File: src/rtl/stopwatch_pkg.sv
// Shared types and constants for the stopwatch_lap block.
// Optional build macro used by the top: STOPWATCH_SATURATE_EN.
package stopwatch_pkg;

  // Run-control states
  typedef enum logic [1:0] {
    IDLE  = 2'd0,
    RUN   = 2'd1,
    PAUSE = 2'd2
  } sw_state_t;

  // One BCD digit
  typedef logic [3:0] bcd_t;

  // Digit moduli: decimal digits and the tens-of-seconds/tens-of-minutes digits
  localparam int unsigned MOD_DEC = 32'd10;
  localparam int unsigned MOD_SIX = 32'd6;

  // Largest representable count, 59:59.99, as packed digits mm:ss.cc
  localparam logic [23:0] MAX_COUNT = 24'h59_5999;

  // True when the packed six-digit count sits at 59:59.99
  function automatic logic is_max_count(input logic [23:0] cnt);
    return (cnt == MAX_COUNT);
  endfunction

endpackage

File: src/rtl/bcd_digit_mod.sv
// One BCD digit of the live count with a configurable modulus.
// carry is combinational: it fires when the incoming increment would wrap
// this digit, and it drives the next digit's increment.
module bcd_digit_mod #(
  parameter int unsigned MOD = 32'd10
) (
  input  logic       clk,
  input  logic       reset_p,
  input  logic       clr,
  input  logic       inc,
  output logic [3:0] q,
  output logic       carry
);
  import stopwatch_pkg::*;

  localparam bcd_t TOP = bcd_t'(MOD - 32'd1);

  bcd_t q_q;
  bcd_t q_d;

  // Next digit value: clear wins, then increment with wrap; any out-of-range
  // value is folded back to zero so the digit stays a legal BCD symbol.
  always_comb begin
    q_d = q_q;
    if (clr) begin
      q_d = 4'd0;
    end else if (inc) begin
      if (q_q >= TOP) begin
        q_d = 4'd0;
      end else begin
        q_d = q_q + 4'd1;
      end
    end else if (q_q > TOP) begin
      q_d = 4'd0;
    end else begin
      q_d = q_q;
    end
  end

  // Digit register
  always_ff @(posedge clk or posedge reset_p) begin
    if (reset_p) begin
      q_q <= 4'd0;
    end else begin
      q_q <= q_d;
    end
  end

  assign q     = q_q;
  assign carry = inc && (q_q == TOP);

endmodule

File: src/rtl/stopwatch_lap.sv
// Stopwatch core: mm:ss.cc BCD count advanced by a centisecond tick derived
// from the millisecond enable, with start/stop, lap freeze and clear.
// Build option: define STOPWATCH_SATURATE_EN to hold at 59:59.99 and pause
// on overflow instead of wrapping to 00:00.00.
module stopwatch_lap #(
  parameter int unsigned TICK_DIV = 32'd10
) (
  input  logic       clk,
  input  logic       reset_p,
  input  logic       clk_msec,
  input  logic       btn_start,
  input  logic       btn_lap,
  input  logic       btn_clear,
  output logic [3:0] min10,
  output logic [3:0] min1,
  output logic [3:0] sec10,
  output logic [3:0] sec1,
  output logic [3:0] cs10,
  output logic [3:0] cs1,
  output logic       running,
  output logic       lap_active,
  output logic       overflow
);
  import stopwatch_pkg::*;

  localparam logic [9:0] PRESC_TOP = 10'(TICK_DIV - 32'd1);

  sw_state_t   state_q;
  sw_state_t   state_d;
  logic [9:0]  presc_q;
  logic [9:0]  presc_d;
  logic        lap_q;
  logic        lap_d;
  logic        ovf_q;
  logic        ovf_d;
  logic        run_q;
  logic        run_d;
  logic [23:0] disp_q;
  logic [23:0] disp_d;

  logic        clr_s;
  logic        cs_tick_s;
  logic        inc_s;
  logic        at_max_s;
  logic        ovf_evt_s;
  logic [23:0] live_s;

  bcd_t live_min10_s;
  bcd_t live_min1_s;
  bcd_t live_sec10_s;
  bcd_t live_sec1_s;
  bcd_t live_cs10_s;
  bcd_t live_cs1_s;
  logic c_cs1_s;
  logic c_cs10_s;
  logic c_sec1_s;
  logic c_sec10_s;
  logic c_min1_s;
  logic c_min10_s;

  // A centisecond elapses on the millisecond pulse that completes the prescaler
  assign cs_tick_s = (state_q == RUN) && clk_msec && (presc_q >= PRESC_TOP);

  assign live_s   = {live_min10_s, live_min1_s, live_sec10_s,
                     live_sec1_s, live_cs10_s, live_cs1_s};
  assign at_max_s = is_max_count(live_s);

`ifdef STOPWATCH_SATURATE_EN
  // The count freezes at 59:59.99 instead of rolling over
  assign inc_s = cs_tick_s && !at_max_s;
`else
  assign inc_s = cs_tick_s;
`endif

  // Overflow event: a tick arriving at full scale (top carry covers the wrap)
  assign ovf_evt_s = (cs_tick_s && at_max_s) || c_min10_s;

  // Live count: cascaded digits, each incremented by the previous carry
  bcd_digit_mod #(.MOD(MOD_DEC)) u_cs1 (
    .clk(clk), .reset_p(reset_p), .clr(clr_s), .inc(inc_s),
    .q(live_cs1_s), .carry(c_cs1_s)
  );
  bcd_digit_mod #(.MOD(MOD_DEC)) u_cs10 (
    .clk(clk), .reset_p(reset_p), .clr(clr_s), .inc(c_cs1_s),
    .q(live_cs10_s), .carry(c_cs10_s)
  );
  bcd_digit_mod #(.MOD(MOD_DEC)) u_sec1 (
    .clk(clk), .reset_p(reset_p), .clr(clr_s), .inc(c_cs10_s),
    .q(live_sec1_s), .carry(c_sec1_s)
  );
  bcd_digit_mod #(.MOD(MOD_SIX)) u_sec10 (
    .clk(clk), .reset_p(reset_p), .clr(clr_s), .inc(c_sec1_s),
    .q(live_sec10_s), .carry(c_sec10_s)
  );
  bcd_digit_mod #(.MOD(MOD_DEC)) u_min1 (
    .clk(clk), .reset_p(reset_p), .clr(clr_s), .inc(c_sec10_s),
    .q(live_min1_s), .carry(c_min1_s)
  );
  bcd_digit_mod #(.MOD(MOD_SIX)) u_min10 (
    .clk(clk), .reset_p(reset_p), .clr(clr_s), .inc(c_min1_s),
    .q(live_min10_s), .carry(c_min10_s)
  );

  // Run-control FSM: buttons resolved as clear > start > lap per state
  always_comb begin
    state_d = state_q;
    lap_d   = lap_q;
    ovf_d   = ovf_q | ovf_evt_s;
    clr_s   = 1'b0;
    case (state_q)
      IDLE: begin
        // Clear has nothing to act on here, so start is the effective pulse
        if (btn_start) begin
          state_d = RUN;
        end else begin
          state_d = IDLE;
        end
      end
      RUN: begin
        if (btn_start) begin
          state_d = PAUSE;
        end else if (btn_lap) begin
          lap_d = ~lap_q;
        end else begin
          state_d = RUN;
        end
      end
      PAUSE: begin
        if (btn_clear) begin
          state_d = IDLE;
          clr_s   = 1'b1;
          lap_d   = 1'b0;
          ovf_d   = 1'b0;
        end else if (btn_start) begin
          state_d = RUN;
        end else if (btn_lap) begin
          lap_d = 1'b0;
        end else begin
          state_d = PAUSE;
        end
      end
      default: begin
        state_d = IDLE;
        lap_d   = 1'b0;
        clr_s   = 1'b1;
      end
    endcase
`ifdef STOPWATCH_SATURATE_EN
    if (cs_tick_s && at_max_s) begin
      state_d = PAUSE;
    end else begin
      state_d = state_d;
    end
`endif
    run_d = (state_d == RUN);
  end

  // Prescaler: counts millisecond pulses in RUN, holds otherwise
  always_comb begin
    presc_d = presc_q;
    if (clr_s) begin
      presc_d = 10'd0;
    end else if ((state_q == RUN) && clk_msec) begin
      if (presc_q >= PRESC_TOP) begin
        presc_d = 10'd0;
      end else begin
        presc_d = presc_q + 10'd1;
      end
    end else begin
      presc_d = presc_q;
    end
  end

  // Display tracks the live count one clock behind unless lap-frozen
  always_comb begin
    disp_d = disp_q;
    if (clr_s) begin
      disp_d = 24'd0;
    end else if (!lap_q) begin
      disp_d = live_s;
    end else begin
      disp_d = disp_q;
    end
  end

  // Control, prescaler, flag and display registers
  always_ff @(posedge clk or posedge reset_p) begin
    if (reset_p) begin
      state_q <= IDLE;
      presc_q <= 10'd0;
      lap_q   <= 1'b0;
      ovf_q   <= 1'b0;
      run_q   <= 1'b0;
      disp_q  <= 24'd0;
    end else begin
      state_q <= state_d;
      presc_q <= presc_d;
      lap_q   <= lap_d;
      ovf_q   <= ovf_d;
      run_q   <= run_d;
      disp_q  <= disp_d;
    end
  end

  assign {min10, min1, sec10, sec1, cs10, cs1} = disp_q;
  assign running    = run_q;
  assign lap_active = lap_q;
  assign overflow   = ovf_q;

endmodule

File: config.mk
export PLATFORM = sky130hd
export DESIGN_NAME = stopwatch_lap
export DESIGN_NICKNAME = d
export VERILOG_FILES = /design/src/rtl/stopwatch_pkg.sv /design/src/rtl/bcd_digit_mod.sv /design/src/rtl/stopwatch_lap.sv
export SDC_FILE = /design/constraint.sdc
export NUM_CORES = 1
export LEC_CHECK = 0
export ABC_CLOCK_PERIOD_IN_PS = 4350
export BUFFER_PORTS_ARGS = -buffer_cell sky130_fd_sc_hd__buf_2
export CORE_ASPECT_RATIO = 0.9
export CORE_UTILIZATION = 40
export CTS_BUF_LIST = sky130_fd_sc_hd__clkbuf_8 sky130_fd_sc_hd__clkbuf_16
export DETAILED_ROUTE_END_ITERATION = 12
export SLEW_MARGIN = 20
export SYNTH_ARGS = -nofsm -noshare
export SYNTH_HDL_FRONTEND = slang
export SYNTH_SLANG_ARGS = --single-unit
File: constraint.sdc
create_clock -name clk -period 4.35 [get_ports clk]
set_input_delay 0 -clock clk [delete_from_list [all_inputs] [get_ports clk]]
set_output_delay 0 -clock clk [all_outputs]
set_load 0.005 [all_outputs]
**Word-level counts from Yosys, hierarchy flattened**

Cells that the tools add are included.

- Bits in registers: 63
- Bits in latches: 0
- Word-level logic and storage cells: 116
- Memories kept: 0
- Input bits: 6
- Output and inout port bits: 27
- Bits in writable memories: 0
- Memory bits (read-only): 0

- Add/subtract/negate cells: 7
- Bitwise gates (word level): 3
- Reductions and logical operators: 20
- Div/mod/pow operators: 0
- Magnitude comparators: 13
- Shift-type cells: 0
- Multiplexer cells: 46
- Equal/unequal tests: 15
- Multiply operators: 0

Operators by type and width:

| cell | count |
|---|---|
| 4-bit 2-to-1 mux | 24 |
| 24-bit 2-to-1 mux | 2 |
| 10-bit 2-to-1 mux | 3 |
| 4-bit by 1-bit adder with 4-bit output, second input constant | 6 |
| 24-bit by 23-bit equality test with 1-bit output, second input constant | 1 |
| 3-bit nonzero test | 6 |
| 4-bit equality test, second input constant | 4 |
| 4-bit >= comparator, second input constant | 4 |
| 4-bit > comparator, second input constant | 4 |
| 10-bit by 1-bit adder with 10-bit output, second input constant | 1 |
| 10-bit by 4-bit >= comparator with 1-bit output, second input constant | 1 |
| 2-bit 2-to-1 mux | 5 |
| 1-bit logical AND | 9 |
| 1-bit 2-to-1 mux | 9 |
| 4-bit by 3-bit equality test with 1-bit output, second input constant | 2 |
| 4-bit by 3-bit >= comparator with 1-bit output, second input constant | 2 |
| 4-bit by 3-bit > comparator with 1-bit output, second input constant | 2 |
| 3-bit != test, second input constant | 2 |
| 2-bit one-hot mux with 3 select lines | 1 |
| 5-bit AND reduction | 1 |
| 2-bit by 1-bit equality test with 1-bit output, second input constant | 2 |
| 2-bit != test, second input constant | 2 |
| 1-bit one-hot mux with 3 select lines | 1 |
| 2-bit equality test, second input constant | 1 |
| 8 further kinds | 9 |

**Logic depth before layout (Yosys ltp)**

- Word-level depth: 13
- Depth in mapped cells: 8
- Mapped depth without buffers: 7

**Cells and area by module**

From an unflattened synthesis, not the netlist that was laid out.

- Cells, all modules: 337
- Area total of the unflattened synthesis: 3505.9 µm²

Modules (own cells, without submodules):

| module | area each (µm²) | cells an instance | seq. area each (µm²) | instances |
|---|---|---|---|---|
| stopwatch_lap | 1801.7 | 165 | 975.9 | 1 |
| bcd_digit_mod at u_cs1 ... | 284.0 | 31 | 100.1 | 4 |
| bcd_digit_mod at u_min10 ... | 284.0 | 24 | 100.1 | 2 |

**Least setup slack after synthesis**

No wires, ideal clock.

- Path type: reg-to-reg
- Start: register presc_q[0]
- End: register u_sec10.q_q[2], in the netlist u_sec10.q[2]
- Required time: 4.263 ns
- Path buffers: 1
- Library setup time: 0.087 ns
- Path slack: 2.044 ns
- Cell stages (with the launch flop): 9
- Arrival: 2.219 ns
- Clock period less this slack: 2.306 ns
- Cell sequence: dfrtp_1 -> inv_1 -> ha_1 -> or3b_1 -> a2111oi_4 -> or4_1 -> buf_6 -> mux2_4 -> a211oi_2

- Longest elaborated chain between the ends: 7
- Elaborated cells on any way between the ends: 8
- Classes of those cells: 1 x order compare; 2 x mux; 5 x reduce/logical

RTL lines:

| element | line | text |
|---|---|---|
| from (decl) | stopwatch_lap.sv:30 | `logic [9:0] presc_q;` |
| from (signal assigned) | stopwatch_lap.sv:197 | `presc_q <= presc_d;` |
| 10-bit by 4-bit >= comparator with 1-bit output (*) | stopwatch_lap.sv:62 | `assign cs_tick_s = (state_q == RUN) && clk_msec && (presc_q >= PRESC_TOP);` |
| 1-bit logical AND (*) | stopwatch_lap.sv:62 |  |
| 1-bit logical AND (*) (3 in a row) | bcd_digit_mod.sv:50 | `assign carry = inc && (q_q == TOP);` |
| 4-bit 2-to-1 mux | bcd_digit_mod.sv:27 | `end else if (inc) begin` |
| 4-bit 2-to-1 mux | bcd_digit_mod.sv:25 | `if (clr) begin` |
| to (signal assigned) | bcd_digit_mod.sv:45 | `q_q <= q_d;` |
| to (decl) | bcd_digit_mod.sv:18 | `bcd_t q_q;` |

Every way passes the cells marked *; elsewhere a longest branch is shown, timed or not.
A chain may end at the register's enable or synchronous reset.

**Worst setup path after layout**

Same ends and word-level chain as after synthesis.

==> metrics.txt <==
WL final 6.609 mm; final number of setup-violating endpoints 0; Hold Crit Start clk_msec; cells after synthesis between 300 and 400; Internal between 0.001 and 0.0015 W; Lkg Pwr 1.938 nW; vias in the first global route approximately 2,300; via/cell ratio 5.240; io pins 33; top-area cell type share of the netlist area between 40% and 50%; drt first pass iters 4; worst stage delay on the critical path ~0.56 ns; cell area after synthesis approximately 0.0034 mm²; distinct cell type count after synthesis 56; largest cells by area after synthesis dfrtp_1 47%, mux2i_1 8.0%, ha_1 7.8%; Sink Count 63; post-route setup TNS 0 ns; Slew headroom 46.33%; pin count of the biggest net entering global routing 64; Synth Warn # 0; Synth area leader dfrtp_1; Max Freq just under 400 MHz; Reg2Reg Depth 7; slack of the worst reg-to-reg path roughly 1.8 ns; post-synthesis net count roughly 350; Final Critical Period approximately 2.5 ns; WHS Path Cells 4; gr usage total between 10% and 20%; hpwl dp about 4.5 mm; Power Dens Cells 374.1 mW/mm²; first-pass GRT wire length between 10 and 15 mm; critical setup path kind register to register; Seq pwr share around 44%; Nets about 400; setup ws final roughly 1.8 ns; drt drc 0; chip height 89.02 µm; Clock Skew around 0.0082 ns; port bufs 32; crit path DAT about 2.8 ns; Synth Area per Inst 10.39 µm²; RSZ-0062 raised after global routing no; Post-synth EDFFs 0; WL per Instance between 10 and 15 µm; Slew Limit Fails 0; TritonCTS Buffers 9; Hold Vio Cnt, Final 0; clock buffer depth 2; IR Drop Worst-Case VDD roughly 0.00018 V; outcome completed; FFs w/ async S/R, synth 100.0%; postcts setup bufs 0; worst slack at placement between 1.5 and 2 ns; critical-path cell list inv_1, ha_1, or3b_1, a2111oi_4, or4_1, mux2_4, a211oi_2; initial antenna violation count 0; initial core utilization around 42%; reg-to-reg startpoint presc_q[0]; switching power between 0.0004 and 0.0005 W; Skew-Pair Late Insertion Delay 0.34 ns; Layout area overhead 14.68%; worst min path class input port to register; PostCTS Resize Cnt 0; Switching Fraction just under 30%; ANT cells 0; CORE AREA ~0.008 mm²; FP Rows 31; Gate power share between 10% and 20%; placer congestion estimate about 0.77; H-Tree Level Count 3; # fillers 757; CP Launch Type register; Clock power frac between 30% and 40%; Slowest cell on crit path a2111oi_4; total congestion overflow 0; CTS root buf clkbuf_8; clock transition at the registers of the reported paths ~0.07 ns; reg2reg end u_sec10.q[2]; Worst Setup End Kind register; Worst Tran Pin Value between 0.8 and 0.9 ns; hold worst-path end presc_q[1]; TritonCTS clock tree done; Vias 2,442; ys flop type dfrtp_1; final worst path period share roughly three fifths; most common cell after layout, fill and taps aside dfrtp_1; die width 98.69 µm; flops & latches, synth 63; post-route ant nets 0; max cap viols 0; required time of the critical path between 4 and 5 ns; Crit Path Max Fanout 6; sequential share of the synthesized area between 40% and 50%; layout cells sized above 1 17.98%; most frequent cells in the layout 63 x dfrtp_1, 39 x nor2_1, 32 x buf_2; Die ar. about 0.009 mm²; 1st-iter DRT viols 119
==> stage by stage <==
| step | cell area (µm²) | utilization [%] | hold slack (ns) | total power, W | instances |
|---|---|---|---|---|---|
| 2_1_floorplan | 3366 | - | 0.09500 | 0.0008625 | 324 |
| 3_3_place_gp | 3611 | 44.54 | 0.2802 | 0.0009183 | 446 |
| 3_5_place_dp | 3611 | 44.54 | 0.2721 | 0.0009237 | 446 |
| 4_1_cts | 3860 | 47.62 | 0.07226 | 0.001468 | 466 |
| 5_1_grt | 3860 | 47.62 | 0.09770 | 0.001536 | 466 |
| 6_report | 3860 | 47.62 | 0.08455 | 0.001444 | 466 |
==> critical path: cells and delay by family, from the launching register on <==
kind	cells	cell delay, ns
simple gates	2	0.76
flops	1	0.41
fa+ha+maj	1	0.14
compound gates	2	0.72
mux	1	0.33
buf+inv	1	0.10
==> kinds of logic after synthesis <==
family / after synthesis / share of synthesized area [%]
mux: 31 / 9.591
compound gates: 56 / 12.42
simple gates: 112 / 17.70
flops: 63 / 46.84
buf+inv: 37 / 4.609
fa+ha+maj: 21 / 7.807
xor+xnor: 4 / 1.041
==> flip-flops by register name, summed over array words and instances, names as in the netlist, 2 cells and up <==
signal     count
u_min1.q       4
u_cs10.q       4
state_q        2
presc_q       10
u_min10.q      4
u_sec1.q       4
u_sec10.q      4
u_cs1.q        4
disp_q        24
==> final cells by class <==
cell class              count  area [µm²]  share of cell area, %
well taps                  99       123.9                  3.209
flip-flops and latches     63        1577                  40.84
inverters                  25       93.84                  2.431
repair buffers             39       222.7                  5.770
multi-input cells         224        1634                  42.33
clock inverters             4       43.79                  1.135
clock buffers              12       165.2                  4.279
==> power groups by stage <==
stage	sequential (W)	combinational, W	clock [W]
floorplan	0.000639	0.000223	0
global placement	0.000649	0.000269	0
detailed placement	0.000651	0.000272	0
CTS	0.000640	0.000278	0.000551
global route	0.000645	0.000309	0.000582
finish	0.000640	0.000270	0.000534
==> worst max path at each step <==
stage          startpoint            to  slack, ns  cells after the start
6_report       presc_q[0]  u_sec10.q[2]       1.80                      7
3_3_place_gp   presc_q[0]  u_sec10.q[2]       1.90                      7
2_1_floorplan  presc_q[0]  u_sec10.q[2]       2.04                      8
5_1_grt        presc_q[0]    u_cs1.q[0]       1.56                      7
3_5_place_dp   presc_q[0]  u_sec10.q[2]       1.83                      7
4_1_cts        presc_q[0]  u_sec10.q[2]       1.81                      7
==> per-layer routing <==
metal / global-route usage [%] / routed length, µm / vias to the layer above
met5: 0 / 0 / -
met2: 25.48 / 2915 / 38
li1: - / - / 1222
met1: 23.33 / 3414 / 1177
met3: 5.395 / 225 / 5
met4: 4.885 / 53 / 0
==> synth_stat cells, drive strengths merged (2+ instances only) <==
| library cell | number |
|---|---|
| nor4 | 3 |
| clkbuf | 6 |
| xnor2 | 2 |
| a31oi | 4 |
| or4 | 2 |
| o21a | 2 |
| nand2 | 15 |
| a41oi | 3 |
| ha | 21 |
| o21bai | 3 |
| a22o | 3 |
| a211oi | 2 |
| xor2 | 2 |
| or3b | 4 |
| nand2b | 4 |
| buf | 6 |
| nand4 | 7 |
| nor2b | 2 |
| a21oi | 9 |
| o31ai | 2 |
| nor3 | 6 |
| dfrtp | 63 |
| a211o | 2 |
| inv | 25 |
| and3 | 2 |
| nor2 | 39 |
| a2111oi | 2 |
| o22ai | 4 |
| o21ai | 12 |
| mux2i | 27 |
| a2111o | 2 |
| nor3b | 3 |
| mux2 | 4 |
| nand3b | 6 |
| nand3 | 13 |
==> what timing repair did <==
| item | CTS | global route |
|---|---|---|
| hold endpoints to repair | 67 | 0 |
| setup endpoints to repair | 0 | 0 |
| hold buffers | 4 | 0 |
No activity file was read; power rests on OpenSTA's default activity.
